--- config.mk ---
export PLATFORM = sky130hd
export DESIGN_NAME = di_scan_ctrl
export DESIGN_NICKNAME = d
export VERILOG_FILES = /design/src/rtl/di_scan_pkg.sv /design/src/rtl/di_debounce_ch.sv /design/src/rtl/di_scan_ctrl.sv
export SDC_FILE = /design/constraint.sdc
export NUM_CORES = 1
export LEC_CHECK = 0
export BUFFER_PORTS_ARGS = -buffer_cell sky130_fd_sc_hd__buf_2
export CORE_UTILIZATION = 25
export CTS_BUF_LIST = sky130_fd_sc_hd__clkbuf_2
export DETAILED_ROUTE_END_ITERATION = 6
export GPL_TIMING_DRIVEN = 0
export HOLD_SLACK_MARGIN = 0.1
export SKIP_CTS_REPAIR_TIMING = 1
export SYNTH_ARGS = -nofsm -noshare
export SYNTH_HDL_FRONTEND = slang
export SYNTH_SLANG_ARGS = --single-unit
--- constraint.sdc ---
create_clock -name clk -period 3.5 [get_ports clk]
set_input_delay 0.35 -clock clk [delete_from_list [all_inputs] [get_ports clk]]
set_output_delay 0.35 -clock clk [all_outputs]
set_load 0.01 [all_outputs]
--- src/rtl/di_scan_pkg.sv ---
// di_scan_pkg: shared scan FSM states and default widths for the digital-input scan controller.
package di_scan_pkg;
  localparam int WIDTH_DEF   = 32;
  localparam int DB_W_DEF    = 8;
  localparam int PRESC_W_DEF = 16;
  typedef enum logic [1:0] {ST_IDLE, ST_SETTLE, ST_CAPTURE, ST_DONE} scan_st_e;
endpackage

--- src/rtl/di_debounce_ch.sv ---
// di_debounce_ch: one input channel's tick-based debounce counter and filtered state.
module di_debounce_ch #(
  parameter int DB_W = 8
) (
  input  logic            clk,
  input  logic            rst,
  input  logic            raw,
  input  logic            tick,
  input  logic [DB_W-1:0] db_limit,
  output logic            filt,
  output logic            idle
);
  logic [DB_W-1:0] r_cnt;
  logic            r_filt;
  logic [DB_W:0]   w_nxt;
  logic            w_acc;
  assign w_nxt = {1'b0, r_cnt} + (DB_W+1)'(1);
  // a zero limit bypasses the tick so the filter simply follows one cycle late
  assign w_acc = db_limit == '0 || (tick && w_nxt >= {1'b0, db_limit});
  always_ff @(posedge clk) begin
    if (rst) begin
      r_cnt  <= '0;
      r_filt <= 1'b0;
    end else if (raw == r_filt) begin
      r_cnt <= '0;
    end else if (w_acc) begin
      r_filt <= raw;
      r_cnt  <= '0;
    end else if (tick) begin
      r_cnt <= w_nxt[DB_W-1:0];
    end
  end
  assign filt = r_filt;
  assign idle = r_cnt == '0 && raw == r_filt;
endmodule

--- src/rtl/di_scan_ctrl.sv ---
// di_scan_ctrl: debounced input scan with settle wait, coherent capture and edge report.
// Defining DI_SCAN_IRQ_EN adds a sticky masked edge interrupt (irq_mask, irq_clr, irq).
module di_scan_ctrl
  import di_scan_pkg::*;
#(
  parameter int WIDTH   = WIDTH_DEF,
  parameter int DB_W    = DB_W_DEF,
  parameter int PRESC_W = PRESC_W_DEF
) (
  input  logic               clk,
  input  logic               rst,
  input  logic [WIDTH-1:0]   di_status,
  input  logic [PRESC_W-1:0] presc_div,
  input  logic [DB_W-1:0]    db_limit,
  input  logic               scan_req,
`ifdef DI_SCAN_IRQ_EN
  input  logic [WIDTH-1:0]   irq_mask,
  input  logic               irq_clr,
  output logic               irq,
`endif
  output logic               scan_busy,
  output logic               scan_done,
  output logic               scan_tmo,
  output logic [WIDTH-1:0]   di_filt,
  output logic [WIDTH-1:0]   di_image,
  output logic [WIDTH-1:0]   di_rise,
  output logic [WIDTH-1:0]   di_fall
);
  scan_st_e           r_st;
  logic [PRESC_W-1:0] r_pcnt;
  logic [DB_W:0]      r_stc;
  logic               r_tmo, r_scan_tmo;
  logic [WIDTH-1:0]   r_image, r_rise, r_fall;
  logic [WIDTH-1:0]   w_idle;
  logic               w_tick, w_quiet;
  logic [DB_W:0]      w_stc_nxt, w_lim1;
  assign w_tick    = r_pcnt >= presc_div;
  assign w_quiet   = &w_idle;
  assign w_stc_nxt = r_stc + (DB_W+1)'(1);
  assign w_lim1    = {1'b0, db_limit} + (DB_W+1)'(1);
  for (genvar i = 0; i < WIDTH; i++) begin : g_ch
    di_debounce_ch #(.DB_W(DB_W)) u_ch (
      .clk      (clk),
      .rst      (rst),
      .raw      (di_status[i]),
      .tick     (w_tick),
      .db_limit (db_limit),
      .filt     (di_filt[i]),
      .idle     (w_idle[i])
    );
  end
  always_ff @(posedge clk) begin
    if (rst) begin
      r_pcnt     <= '0;
      r_st       <= ST_IDLE;
      r_stc      <= '0;
      r_tmo      <= 1'b0;
      r_scan_tmo <= 1'b0;
      r_image    <= '0;
      r_rise     <= '0;
      r_fall     <= '0;
    end else begin
      r_pcnt <= w_tick ? '0 : r_pcnt + PRESC_W'(1);
      case (r_st)
        ST_IDLE: if (scan_req) begin
          r_st  <= ST_SETTLE;
          r_stc <= '0;
        end
        // inputs that never go quiet are captured anyway after db_limit+1 ticks
        ST_SETTLE: if (w_quiet) begin
          r_st  <= ST_CAPTURE;
          r_tmo <= 1'b0;
        end else if (w_tick) begin
          r_stc <= w_stc_nxt;
          if (w_stc_nxt >= w_lim1) begin
            r_st  <= ST_CAPTURE;
            r_tmo <= 1'b1;
          end
        end
        ST_CAPTURE: begin
          r_image    <= di_filt;
          r_rise     <= di_filt & ~r_image;
          r_fall     <= ~di_filt & r_image;
          r_scan_tmo <= r_tmo;
          r_st       <= ST_DONE;
        end
        default: r_st <= ST_IDLE;
      endcase
    end
  end
`ifdef DI_SCAN_IRQ_EN
  logic r_irq;
  always_ff @(posedge clk) begin
    if (rst) r_irq <= 1'b0;
    else r_irq <= (r_st == ST_DONE && |((r_rise | r_fall) & irq_mask)) || (r_irq && !irq_clr);
  end
  assign irq = r_irq;
`endif
  assign scan_busy = r_st == ST_SETTLE || r_st == ST_CAPTURE;
  assign scan_done = r_st == ST_DONE;
  assign scan_tmo  = r_scan_tmo;
  assign di_image  = r_image;
  assign di_rise   = r_rise;
  assign di_fall   = r_fall;
endmodule

Yosys cells after proc, flatten, opt, wreduce, memory -nomap -nowiden --
Index checks and enable logic that the tools add are counted.
Word-level totals: bits in registers 413, bits of input ports 59, word-level logic and storage cells 432, output and inout port bits 131
Cells by class: equal/unequal tests 40, $add $sub $neg 35, reductions and logical operators 203, order comparisons 34, bitwise gates (word level) 36, muxes and demuxes 12
Operators with widths (count):
- adder 8 x 1 -> 9 bit (second input constant) | 33
- >= comparator 9 x 8 -> 1 bit | 32
- logical NOT 8 bit | 33
- OR reduction 3 bit | 32
- bitwise AND 32 bit | 2
- logical AND 1 bit | 64
- NOT 32 bit | 2
- AND reduction 2 bit | 32
- logical OR 1 bit | 33
- == test 1 bit | 32
- NOT 1 bit | 32
- AND reduction 32 bit | 1
- two-way mux 9 bit | 3
- one-hot mux 9 bit (2 select lines) | 1
- adder 16 x 1 -> 16 bit (second input constant) | 1
- >= comparator 16 bit | 1
- adder 9 x 1 -> 9 bit (second input constant) | 1
- >= comparator 9 bit | 1
- two-way mux 2 bit | 4
- one-hot mux 2 bit (3 select lines) | 1
- AND reduction 3 bit | 2
- nonzero test 2 bit | 3
- == test 2 bit (second input constant) | 2
- != test 2 bit (second input constant) | 2
- other kinds (8) | 10

Longest topological paths before layout --
Gate-level depths: netlist of the first run.
depth in word-level cells 6, gate-level depth with buffers 13, gate-level depth less buffers 12

Hierarchy --
A second synthesis of the first run with hierarchy kept.
Second synthesis, totals: cells, all modules 3586, area total of the unflattened synthesis 30316.6 um2
Modules (own cells, without submodules):
- di_debounce_ch | cells each 92, area each 763.2 um2, times used 32, sequential area each 180.2 um2
- di_scan_ctrl | cells each 642, area each 5893.2 um2, times used 1, sequential area each 2502.4 um2

Worst setup path before layout of the first run --
OpenSTA, ideal clock, no wires.
kind in2reg, start point input db_limit[1], end point register r_st[0], arrival time 2.862 ns, path slack 0.518 ns, setup time 0.121 ns, data required time 3.379 ns, cell stages on the path 11, buffers on the path 0, path through inv_1 -> nor3_1 -> nand3_1 -> nor3_1 -> xnor2_1 -> ha_1 -> or4_1 -> a21oi_1 -> a311oi_1 -> a221o_1 -> mux2_2
On the way: cells in the longest elaborated chain, start to end 4
Ends and longest elaborated chain:
- start, declared | line di_scan_ctrl.sv:14 | input logic [DB_W-1:0] db_limit,
- adder 8 x 1 -> 9 bit | line di_scan_ctrl.sv:40 | assign w_lim1 = {1'b0, db_limit} + (DB_W+1)'(1);
- >= comparator 9 bit | line di_scan_ctrl.sv:75 | if (w_stc_nxt >= w_lim1) begin
- != test 3 bit (no line)
- AND reduction 3 bit (no line)
- end signal, assigned | line di_scan_ctrl.sv:71 | r_st <= ST_CAPTURE;
- end signal, assigned | line di_scan_ctrl.sv:76 | r_st <= ST_CAPTURE;
- end signal, assigned | line di_scan_ctrl.sv:85 | r_st <= ST_DONE;
- end, declared | line di_scan_ctrl.sv:29 | scan_st_e r_st;
Every way passes these cells. A chain may end at the register's enable or synchronous reset.

Worst setup path after layout of the first run --
start point register r_pcnt[11], end point register g_ch[5].u_ch.r_cnt[0]
On the way: cells in the longest elaborated chain, start to end 4
Ends and longest elaborated chain:
- start, declared | line di_scan_ctrl.sv:30 | logic [PRESC_W-1:0] r_pcnt;
- start signal, assigned | line di_scan_ctrl.sv:63 | r_pcnt <= w_tick ? '0 : r_pcnt + PRESC_W'(1);
- >= comparator 16 bit * | line di_scan_ctrl.sv:37 | assign w_tick = r_pcnt >= presc_div;
- logical AND 1 bit | line di_debounce_ch.sv:19 | assign w_acc = db_limit == '0 || (tick && w_nxt >= {1'b0, db_limit});
- logical OR 1 bit | line di_debounce_ch.sv:19
- OR reduction 3 bit (no line)
- end signal, assigned | line di_debounce_ch.sv:30 | r_cnt <= w_nxt[DB_W-1:0];
- end, declared | line di_debounce_ch.sv:13 | logic [DB_W-1:0] r_cnt;
Every way passes the cells marked *; elsewhere a longest branch is shown, timed or not.

==> flow_summary.toml, run 1 <==
[outcome]
status = "completed"

[detailed_routing]
wirelength_um = 92800
drc = 0
dr.first_iter.drc_count = 1714
wl_per_cell_um = 18.5
via_count = 24700
ant_nets = 0
firstDrtPassIters = 6
vias_per_cell = 4.92

[hold_path]
worstHoldEndpoint = "r_tmo"
whs_path_depth = 8
hp-class = "primary input to register"
min-delay-start = "db_limit[2]"

[clock_tree]
cts.path.max_buffers = 3
cts_root_buf = "clkbuf_2"
htree_levels = 3
clkSinkCount = 413
cts_tree = "built"
clk_latency_ps = 1250
cts.clk_slew.worst_paths_ps = 100
numCtsBuffers = 115

[worst_setup_path]
required_ps = 4480
worstPathMaxFanout = 10
reg2reg_depth = 12
criticalPathCategory = "register to register"
endpoint_kind = "register"
startpoint_type = "register"
r2r_setup_slack_ps = 90
arrival_ps = 4390
reg2reg_to = "g_ch[5].u_ch.r_cnt[0]"
r2r-start = "r_pcnt[11]"

[placement]
placed_area_um2 = 30200
dp.cells = 4732
hpwl_um = 68600
port_buffers = 189
routabilityCongestion = 0.919

[logic_synthesis]
ys_seq_elements = 413
ys_top_cells_by_count = "dfxtp_1, xor2_1, ha_1, nor2_1, o21ai_0"
netlist.area_leader.share_pct = 30.3
ys_seq_area_share_pct = 30.3
syn_area_um2 = 27300
synth_edf_count = 0
avgSynthCellArea_um2 = 8.72
synthFlopType = "dfxtp_1"
synth_top_cell_by_area = "dfxtp_1"
netlist_instances = 3133
yosysMostFrequentCell = "dfxtp_1"
synth.distinct_cells = 56
async_flop_share_pct = 0
yosys_warnings = 0
synth_fp_nets = 3545
synth_area_leaders = "dfxtp_1, ha_1, xor2_1"

[timing]
setup_violations = 0
min_period_ps = 3410
clock_skew_ps = 149
fin_crit_sh_pct = 97.5
finalHoldViolCount = 0
fin_setup_tns_ps = 0
rsz0062_at_grt = "false"
worst_pin_slew_ps = 1390
whs_ps = 128
maxSlewHeadroom_pct = 7.04
timing.fmax_mhz = 293
slew_viol_final = 0

[floorplanning]
dieHeight_um = 333
die_area_um2 = 111000
start_util_pct = 25.4
row_count = 120
core_um2 = 108000
fp.dieW_um = 333
io_pins = 190

[final_layout]
final_core_util_pct = 29.8
area.growth.synth_to_final_pct = 17.3
design_area_um2 = 32100
drive_gt1_share_pct = 12.7
fin_nets = 3929
stdcell_count = 5014

[grt]
busiest_layer = "met2"
grt_pass1_wl_um = 139000
use_met1_pct = 21.2
antenna_found_initial = 10
met2_usage_pct = 26.4
grt_start_max_net_pins = 36
grt_pass1_vias = 23300
grt_usage_pct = 16.2
grt.overflow.total = 0
grt.met3_usage_pct = 2.80

[run]
drv_cap = 0

[pwr]
power.density_nw_per_um2 = 305
ir_drop_v = 0.000238
cellLeakagePower_uw = 0.0153
==> worst max path at each step <==
stage,start,to,cells past startpoint
2_1_floorplan,db_limit[1],r_st[0],11
3_3_place_gp,db_limit[1],g_ch[15].u_ch.r_cnt[2],9
3_5_place_dp,db_limit[0],g_ch[15].u_ch.r_cnt[1],9
4_1_cts,g_ch[19].u_ch.r_cnt[2],r_st[0],7
5_1_grt,r_pcnt[11],g_ch[5].u_ch.r_cnt[0],12
6_report,r_pcnt[11],g_ch[5].u_ch.r_cnt[0],12
==> kinds of logic after synthesis <==
family                     Yosys count  synth area share (%)
DFF                                413                  30.3
xor gates and xnor gates           475                  15.2
and+or+nand+nor                    961                  18.4
muxes                               63                  2.31
adders and majority gates          353                  16.2
buffers and inverters              244                  3.99
AOI/OAI and AO/OA                  624                  13.6
==> metrics by stage <==
| step | total power, uW | setup WS [ps] |
|---|---|---|
| 2_1_floorplan | 5560 | 518 |
| 3_3_place_gp | 5970 | -1760 |
| 3_5_place_dp | 6000 | -877 |
| 4_1_cts | 9760 | -769 |
| 5_1_grt | 10200 | 6.92 |
| 6_report | 9760 | 88.5 |
==> where the power goes <==
group / switching, uW / internal (uW)
clock network: 2260 / 1510
logic: 804 / 460
registers: 17.8 / 4710
==> layer usage <==
metal | vias up | share of wire (%)
met5 | - | 0.040
met4 | 6 | 3.1
met3 | 192 | 6.9
met1 | 11900 | 44
met2 | 774 | 46
li1 | 11800 | -
==> layout by cell type, fill, tap and decap left out, types with 31 or more instances in the layout <==
cell           Yosys  layout
buf_2             14     202
o211ai_1          34      34
nand2_1          143     143
clkbuf_1          84      80
nand4_1           57      57
nand2b_1         101     101
nor2b_1           31      31
nand3b_1          69      69
ha_1             353     353
and3_1           165     165
a21oi_1          191     191
xnor2_1           77      77
nor4_1            56      53
buf_4             34      35
nor2_1           290     289
a21o_1            64      64
xor2_1           398     398
mux2i_1           62      62
clkbuf_2           0     171
a31oi_1           34      34
o21ai_0          233     233
inv_1            103      96
dfxtp_1          413     413
dlygate4sd3_1      0      71
==> registers in the layout (all words and copies together) (netlist names) <==
signal           count
r_st                 2
g_ch.u_ch.filt      32
scan_tmo             1
di_image            32
di_fall             32
g_ch.u_ch.r_cnt    256
r_stc                9
di_rise             32
r_pcnt              16
r_tmo                1
==> critical path, stage by stage (launching register included) <==
cell       delay, ps
dfxtp_1          430
ha_1             300
a21oi_2          140
o21ai_2           90
a2111oi_4        370
a211oi_4         120
buf_12           170
buf_4            200
nor2_2           440
clkbuf_4         400
buf_4            340
xnor2_1          160
nor2_1            50
==> layout make-up <==
type	instances	area (um^2)
Antenna cell	7	17.5
Timing Repair Buffer	269	1840
Inverter	103	387
Multi-Input combinational cell	2476	18000
Clock inverter	36	231
Clock buffer	168	841
Tap cell	1403	1760
Buffer	139	703
Fill cell	11400	75600
Sequential cell	413	8270
No activity file was read; power rests on OpenSTA's default activity.
==> run 2, diff against run 1 <==
ABC_AREA = 1   (was unset)
==> flow_summary.toml, run 2 <==
[outcome]
status = "completed"

[grt]
antenna_found_initial = 3
grt_pass1_wl_um = 149000
grt.overflow.total = 0
grt_usage_pct = 15.5
grt_start_max_net_pins = 35
grt_pass1_vias = 27000

[final_layout]
stdcell_count = 6658
final_cell_mix = "inv_1, nand2_1, nor2_1"
fin_nets = 5366
final_common_cell = "inv_1"
area.growth.synth_to_final_pct = 15.9
drive_gt1_share_pct = 9.42
largest_reg_flops = 256
regMostFlops = "g_ch.u_ch.r_cnt"

[pwr]
power.density_nw_per_um2 = 301
ir_drop_v = 0.000235
cellLeakagePower_uw = 0.0169

[worst_setup_path]
reg2reg_to = "g_ch[12].u_ch.r_cnt[5]"
r2r_setup_slack_ps = 260
r2r-start = "g_ch[12].u_ch.r_cnt[0]"
required_ps = 4580
startpoint_type = "register"
reg2reg_depth = 13
endpoint_kind = "register"
criticalPathCategory = "register to register"
arrival_ps = 4320
worstPathMaxFanout = 8

[floorplanning]
die_area_um2 = 123000
fp.dieW_um = 350
core_um2 = 120000
dieHeight_um = 350
start_util_pct = 25.2
row_count = 127
io_pins = 190

[timing]
timing.fmax_mhz = 309
clock_skew_ps = 165
setup_violations = 0
rsz0062_at_grt = "false"
whs_ps = 116
maxSlewHeadroom_pct = 8.02
slew_viol_final = 0
fin_crit_sh_pct = 92.5
finalHoldViolCount = 0
worst_pin_slew_ps = 1380
min_period_ps = 3240

[detailed_routing]
wirelength_um = 97600
wl_per_cell_um = 14.7
via_count = 29200
firstDrtPassIters = 5
ant_nets = 0
drc = 0
vias_per_cell = 4.39
dr.first_iter.drc_count = 1575

[clock_tree]
clkSinkCount = 413
numCtsBuffers = 109
cts_tree = "built"
cts.clk_slew.worst_paths_ps = 100
cts.path.max_buffers = 3
cts_root_buf = "clkbuf_2"
clk_latency_ps = 1300
htree_levels = 3

[hold_path]
whs_path_depth = 6
min-delay-start = "di_status[28]"
hp-class = "primary input to register"
worstHoldEndpoint = "g_ch[28].u_ch.filt"

[logic_synthesis]
syn_area_um2 = 30300
yosysMostFrequentCell = "inv_1"
netlist_instances = 4576
muxShareOfSynthArea_pct = 0
synth_area_leaders = "dfxtp_1, ha_1, inv_1"
netlist.area_leader.share_pct = 27.3
avgSynthCellArea_um2 = 6.63
synth_top_cell_by_area = "dfxtp_1"
synth.distinct_cells = 38
synth_fp_nets = 4988
async_flop_share_pct = 0
synth_compound_area_share_pct = 9.37
synth_edf_count = 0
synthFlopType = "dfxtp_1"
ys_top_cells_by_count = "inv_1, nand2_1, nor2_1, dfxtp_1, ha_1"
yosys_warnings = 0
synthXorXnorAreaFrac_pct = 7.31
yosys.area_share.simple_pct = 28.1
ys_seq_elements = 413
synth_top_family_by_area = "simple AND/OR/NAND/NOR gates"
yosys.area_share.adder_pct = 14.6
ys_seq_area_share_pct = 27.3

[placement]
dp.cells = 6383
routabilityCongestion = 0.873
hpwl_um = 74000
port_buffers = 188

[run]
drv_cap = 0
-- run 2: metal layers --
metal	GRT usage (%)	wire, um	up-vias
li1	-	-	15200
met4	6.09	3380	0
met2	25.9	44700	753
met1	19.4	43500	13100
met3	3.03	6000	178
met5	0	0	-
-- run 2: power breakdown --
group | internal (uW) | switching (uW)
Clock | 1280 | 2290
Combinational | 641 | 1430
Sequential | 4830 | 90.0
-- run 2: critical path: stages (launching register included) --
cell	delay, ps
dfxtp_1	400
inv_1	90
nor3_1	330
nand3_1	200
nor3_1	200
xor2_1	230
ha_1	300
inv_1	60
o211ai_1	90
nor2_1	110
nand3_1	210
nand2_1	150
nand4_1	490
nor2_1	240
-- run 2: area by class of cell --
class	instances	area, um^2
diodes	6	15.0
plain buffers	134	739
clock buffers	153	766
clock inverters	44	223
fillers	13300	85000
inverters	890	3340
multi-input cells	3139	18000
flip-flops and latches	413	8270
well taps	1612	2020
repair buffers	267	1790
-- run 2: how the worst max path moves through the flow --
stage | start | to | slack [ps] | depth (start not counted)
after global placement | db_limit[4] | g_ch[14].u_ch.r_cnt[6] | -950 | 11
after CTS | g_ch[13].u_ch.r_cnt[0] | g_ch[13].u_ch.r_cnt[5] | 110 | 13
after global routing | g_ch[22].u_ch.r_cnt[0] | g_ch[22].u_ch.r_cnt[2] | 50 | 13
after floorplan | db_limit[2] | r_st[1] | 790 | 16
final | g_ch[12].u_ch.r_cnt[0] | g_ch[12].u_ch.r_cnt[5] | 260 | 13
after detailed placement | db_limit[0] | r_st[0] | -350 | 17
-- run 2: cell families after synthesis --
family | after synthesis
xor+xnor | 253
compound gates | 511
fa+ha+maj | 353
simple gates | 2022
buf+inv | 1024
flops | 413
-- run 2: through the flow --
stage	util, %	area (um^2)	setup slack (ps)	total power (uW)	TNS [ps]
2_1_floorplan	-	30300	794	6250	0
3_3_place_gp	27.7	33300	-950	6970	-189900
3_5_place_dp	27.8	33400	-349	7010	-7200
4_1_cts	28.6	34400	106	10600	0
5_1_grt	29.3	35200	53.4	11200	0
6_report	29.3	35200	261	10600	0
